File: src/rtl/retire_bus_arbiter.sv
// Round-robin arbiter for the shared retire/CDB write path, with a registered
// CDB broadcast and an accounting counter for tags dispatched but not yet retired.
module retire_bus_arbiter #(
   parameter int unsigned NREQ   = 4,
   parameter int unsigned DSIZE  = 5,
   parameter int unsigned DWIDTH = 32
) (
   input  logic                    clock,
   input  logic                    reset,
   input  logic [NREQ-1:0]         Req,
   input  logic [NREQ*DSIZE-1:0]   Req_Tag,
   input  logic [NREQ*DWIDTH-1:0]  Req_Data,
   output logic [NREQ-1:0]         Grant,
   input  logic                    tagFifo_full,
   input  logic                    Disp_Tag_Rd,
   output logic                    CDB_Valid,
   output logic [DSIZE-1:0]        CDB_Tag,
   output logic [DWIDTH-1:0]       CDB_Data,
   output logic [DSIZE-1:0]        RB_Tag,
   output logic                    RB_Tag_Valid,
   output logic [DSIZE:0]          Inflight_Cnt,
   output logic                    Err_Underflow,
   output logic                    Err_Overflow
);

   localparam int unsigned PW = (NREQ > 1) ? $clog2(NREQ) : 1;
   localparam int unsigned CW = DSIZE + 1;
   localparam logic [CW-1:0] CNT_MAX = {1'b1, {DSIZE{1'b0}}};

   logic [PW-1:0]     rr_ptr;
   logic [PW-1:0]     idx;
   logic [PW-1:0]     win_idx;
   logic              win_valid;
   logic              grant_en;
   logic [DSIZE-1:0]  win_tag;
   logic [DWIDTH-1:0] win_data;

   // Ascending search from rr_ptr; NREQ is a power of two so PW-bit adds wrap.
   always_comb begin
      idx       = '0;
      win_idx   = '0;
      win_valid = 1'b0;
      for (int i = 0; i < int'(NREQ); i++) begin
         idx = rr_ptr + PW'(i);
         if (!win_valid && Req[idx]) begin
            win_valid = 1'b1;
            win_idx   = idx;
         end
      end
   end

   // A full tag FIFO or reset suppresses the grant for this cycle only.
   always_comb begin
      grant_en = win_valid && !tagFifo_full && !reset;
      Grant    = '0;
      if (grant_en)
         Grant[win_idx] = 1'b1;
      win_tag  = Req_Tag[win_idx*DSIZE +: DSIZE];
      win_data = Req_Data[win_idx*DWIDTH +: DWIDTH];
   end

   // Pointer and CDB broadcast; tag/data hold across idle cycles.
   always_ff @(posedge clock) begin
      if (reset) begin
         rr_ptr    <= '0;
         CDB_Valid <= 1'b0;
         CDB_Tag   <= '0;
         CDB_Data  <= '0;
      end else begin
         CDB_Valid <= grant_en;
         if (grant_en) begin
            rr_ptr   <= win_idx + PW'(1);
            CDB_Tag  <= win_tag;
            CDB_Data <= win_data;
         end
      end
   end

   // In-flight accounting: a simultaneous dispatch and retire cancel out.
   always_ff @(posedge clock) begin
      if (reset) begin
         Inflight_Cnt  <= '0;
         Err_Underflow <= 1'b0;
         Err_Overflow  <= 1'b0;
      end else begin
         unique case ({Disp_Tag_Rd, CDB_Valid})
            2'b10: begin
               if (Inflight_Cnt == CNT_MAX)
                  Err_Overflow <= 1'b1;
               else
                  Inflight_Cnt <= Inflight_Cnt + CW'(1);
            end
            2'b01: begin
               if (Inflight_Cnt == '0)
                  Err_Underflow <= 1'b1;
               else
                  Inflight_Cnt <= Inflight_Cnt - CW'(1);
            end
            default: ;
         endcase
      end
   end

   assign RB_Tag       = CDB_Tag;
   assign RB_Tag_Valid = CDB_Valid;

endmodule

File: config.mk
export PLATFORM = sky130hd
export DESIGN_NAME = retire_bus_arbiter
export DESIGN_NICKNAME = d
export VERILOG_FILES = /design/src/rtl/retire_bus_arbiter.sv
export SDC_FILE = /design/constraint.sdc
export NUM_CORES = 1
export LEC_CHECK = 0
export BUFFER_PORTS_ARGS = -buffer_cell sky130_fd_sc_hd__buf_2
export CORE_ASPECT_RATIO = 1.5
export CORE_MARGIN = 5
export CORE_UTILIZATION = 39
export CTS_CLUSTER_DIAMETER = 120
export DETAILED_ROUTE_END_ITERATION = 8
export PLACE_DENSITY_LB_ADDON = 0.1
export SYNTH_ARGS = -nofsm -noshare
export SYNTH_HDL_FRONTEND = slang
export SYNTH_SLANG_ARGS = --single-unit
File: constraint.sdc
create_clock -name clock -period 2.27 [get_ports clock]
set_input_delay 0.454 -clock clock [delete_from_list [all_inputs] [get_ports clock]]
set_output_delay 0.454 -clock clock [all_outputs]
set_load 0.01 [all_outputs]
==> results.py <==
metrics = {
    "synth": {
        "synth_area_leaders": "dfxtp_1, mux2i_1, a211oi_1, and3_1, a21oi_1",
        "synth_edf_count": 0,
        "synthFlopType": "dfxtp_1",
        "syn-instance-count": 360,
        "yosysMostFrequentCell": "dfxtp_1",
        "synth_top_area_share_pct": 29.28,
        "ys_top_cells_by_count": "dfxtp_1, a21oi_1, mux2i_1",
        "async_flop_share_pct": 0,
        "synth.ff_latch_count": 48,
        "synth_nets": 520,
        "synth_top_cell_by_area": "dfxtp_1",
        "ys_warn_count": 0,
        "syn_area_per_cell_sq_um": 9.116,
        "syn_area_sq_um": 3282,
        "synth-seq-area-share_pct": 29.28,
        "ys_types": 46,
    },
    "clock_tree": {
        "clk_latency_ps": 280,
        "cts_root_buffer": "clkbuf_16",
        "clk_pin_slew_worst_paths_ps": 60,
        "h-tree-depth": 2,
        "clock-sinks": 48,
        "cts.path.max_buffers": 2,
        "cts_tree": "built",
        "cts_buffers": 5,
    },
    "worst_hold_path": {
        "min-delay-start": "Err_Overflow$_SDFFE_PP0P_",
        "hold_path_depth": 2,
        "min_to": "Err_Overflow$_SDFFE_PP0P_",
        "hold_class": "flip-flop to flip-flop",
    },
    "pwr": {
        "power_density_nw_per_um2": 577.2,
        "ir_worst_vdd_v": 0.0002895,
        "leakage_nw": 2.354,
    },
    "critical_path": {
        "cp-startpoint": "rr_ptr[1]$_SDFFE_PP0P_",
        "crit_type": "flip-flop to output port",
        "startpoint_type": "flip-flop",
        "reg2reg_from": "CDB_Valid$_SDFF_PP0_",
        "crit_required_ps": 1820,
        "cpPeakStageDelay_ps": 410,
        "crit_fanout": 14,
        "slowest_stage": "dfxtp_2",
        "crit_arrival_ps": 1720,
        "worstPathCellList": "a21oi_1 > o21a_1 > o22ai_4 > buf_12 > and3_1 > buf_2",
        "ff2ff_path_depth": 5,
        "r2r_setup_slack_ps": 190,
        "end_kind": "output port",
        "r2r-end": "Inflight_Cnt[5]$_SDFFE_PP0P_",
    },
    "global_routing": {
        "grt-ovfl-total": 0,
        "grt_first_pass_wirelength_um": 17970,
        "antenna_found_initial": 0,
        "grt_start_max_net_pins": 38,
        "grtUsageTotal_pct": 21.14,
        "grt_pass1_vias": 3782,
    },
    "die": {
        "rows": 41,
        "core_sq_um": 8310,
        "die-area_sq_um": 10390,
        "io_pins": 212,
        "die_x_um": 84.90,
        "start_util_pct": 39.49,
        "die_height_um": 122.4,
    },
    "status": {
        "outcome": "finished, final reports clean",
    },
    "placement": {
        "io_buffers": 211,
        "dp_hpwl_um": 8677,
        "gp_congestion": 0.8417,
        "place_ws_ps": 1.591,
    },
    "drt": {
        "drt_pre_antenna_iters": 4,
        "wl_per_cell_um": 16.95,
        "vias_per_cell": 5.455,
        "drt_iter0_markers": 104,
        "route.detailed.drc": 0,
        "routed_wl_um": 11410,
        "detail-route-antenna-nets": 0,
        "vias": 3671,
    },
    "final_layout": {
        "multi_input_area_sq_um": 2047,
        "diodes": 0,
        "fin_nets": 725,
        "n_fill_cell": 818,
        "ff_latch_area_sq_um": 962.2,
        "drive_above_1_share_pct": 48.94,
        "syn_to_final_growth_pct": 42.32,
    },
    "sta": {
        "max_freq_ghz": 0.4594,
        "worst_slew_pin_slew_ps": 469.7,
        "hold_viol": 0,
        "fin_worst_skew_ps": 4.668,
        "rsz0062_at_grt": "no",
        "setup_violations": 0,
        "timing.final.crit_share_pct": 95.88,
        "slew_violations": 0,
        "setup_ws_ps": 93.41,
        "hold_ws_ps": 469.3,
        "finalSetupTns_ps": 0,
        "max-slew-margin-rel_pct": 67.88,
        "period_needed_ps": 2177,
    },
    "flow_run": {
        "cap_violations": 0,
    },
}
[final cells by class]
cell class / instances / share of cell area, %
clock buffers: 8 / 3.134
well taps: 107 / 2.866
multi-input cells: 259 / 43.83
flip-flops and latches: 48 / 20.60
inverters: 8 / 0.6429
repair buffers: 243 / 28.93
[routing by layer]
metal / vias up / GRT usage (%) / share of wire [%]
met2: 153 / 37.65 / 51
li1: 1817 / - / -
met5: - / 0 / 0
met1: 1685 / 24.89 / 40
met3: 16 / 4.365 / 7.4
met4: 0 / 7.624 / 2.0
[sequential cells by signal (all words and copies together) (netlist names)]
| register | cells |
|---|---|
| CDB_Data | 32 |
| CDB_Tag | 5 |
| CDB_Valid | 1 |
| Err_Overflow | 1 |
| Err_Underflow | 1 |
| Inflight_Cnt | 6 |
| rr_ptr | 2 |
[stage by stage]
stage	util (%)	std cells	total power [mW]	area, sq um
4_1_cts	55.81	671	2.717	4638
3_3_place_gp	54.03	663	1.953	4491
2_1_floorplan	-	360	1.575	3282
5_1_grt	56.20	673	2.847	4671
6_report	56.20	673	2.696	4671
3_5_place_dp	54.03	663	1.961	4491
[where the power goes]
group          leakage, nW  switching, mW  internal (mW)
sequential           0.400         0.0741          0.942
clock               0.0712          0.304          0.440
combinational         1.88          0.494          0.442
[how the worst max path moves through the flow]
stage | slack (ps) | cells after the start | end
global placement | 60 | 7 | Inflight_Cnt[5]$_SDFFE_PP0P_
detailed placement | 2 | 7 | Inflight_Cnt[5]$_SDFFE_PP0P_
finish | 90 | 6 | Grant[1]
global route | 0.4 | 6 | Grant[1]
floorplan | 50 | 9 | Inflight_Cnt[4]$_SDFFE_PP0P_
CTS | 60 | 6 | Grant[1]
[kinds of logic after synthesis]
logic type	count (synthesis)	synth area share [%]
multiplexers	41	12.58
AO/OA/AOI/OAI	140	33.85
XOR/XNOR	7	1.868
flip-flops	48	29.28
AND/OR/NAND/NOR	67	11.86
adder cells (fa/ha/maj)	4	1.525
buffers and inverters	53	9.035
[critical path, delay by kind of cell (launching register included)]
| kind | cells | cell delay (ps) |
|---|---|---|
| flops | 1 | 410 |
| simple gates | 1 | 160 |
| buf+inv | 2 | 330 |
| compound gates | 3 | 540 |
[layout by cell type (no fill, tap or decap), drive strengths merged, types with 2 or more instances in the layout]
cell type  instances
a21o               2
buf              242
mux2               2
xor2               4
inv                8
and2               2
xnor2              3
and3              38
nand2b             2
mux2i             39
nand2              5
dfxtp             48
a31oi              3
ha                 4
a2111oi           37
o21ai              5
a211oi            38
clkbuf             9
a21oi             46
nor3               3
nor2              10
[timing repair]
item                                    4_1_cts  5_1_grt
cloned                                        0        1
resized for setup                             1        0
endpoints found under the setup margin        1        1
hold buffers                                  0        0
setup buffers                                 0        1
pin swaps                                     0        1
No activity file was read; power rests on OpenSTA's default activity.
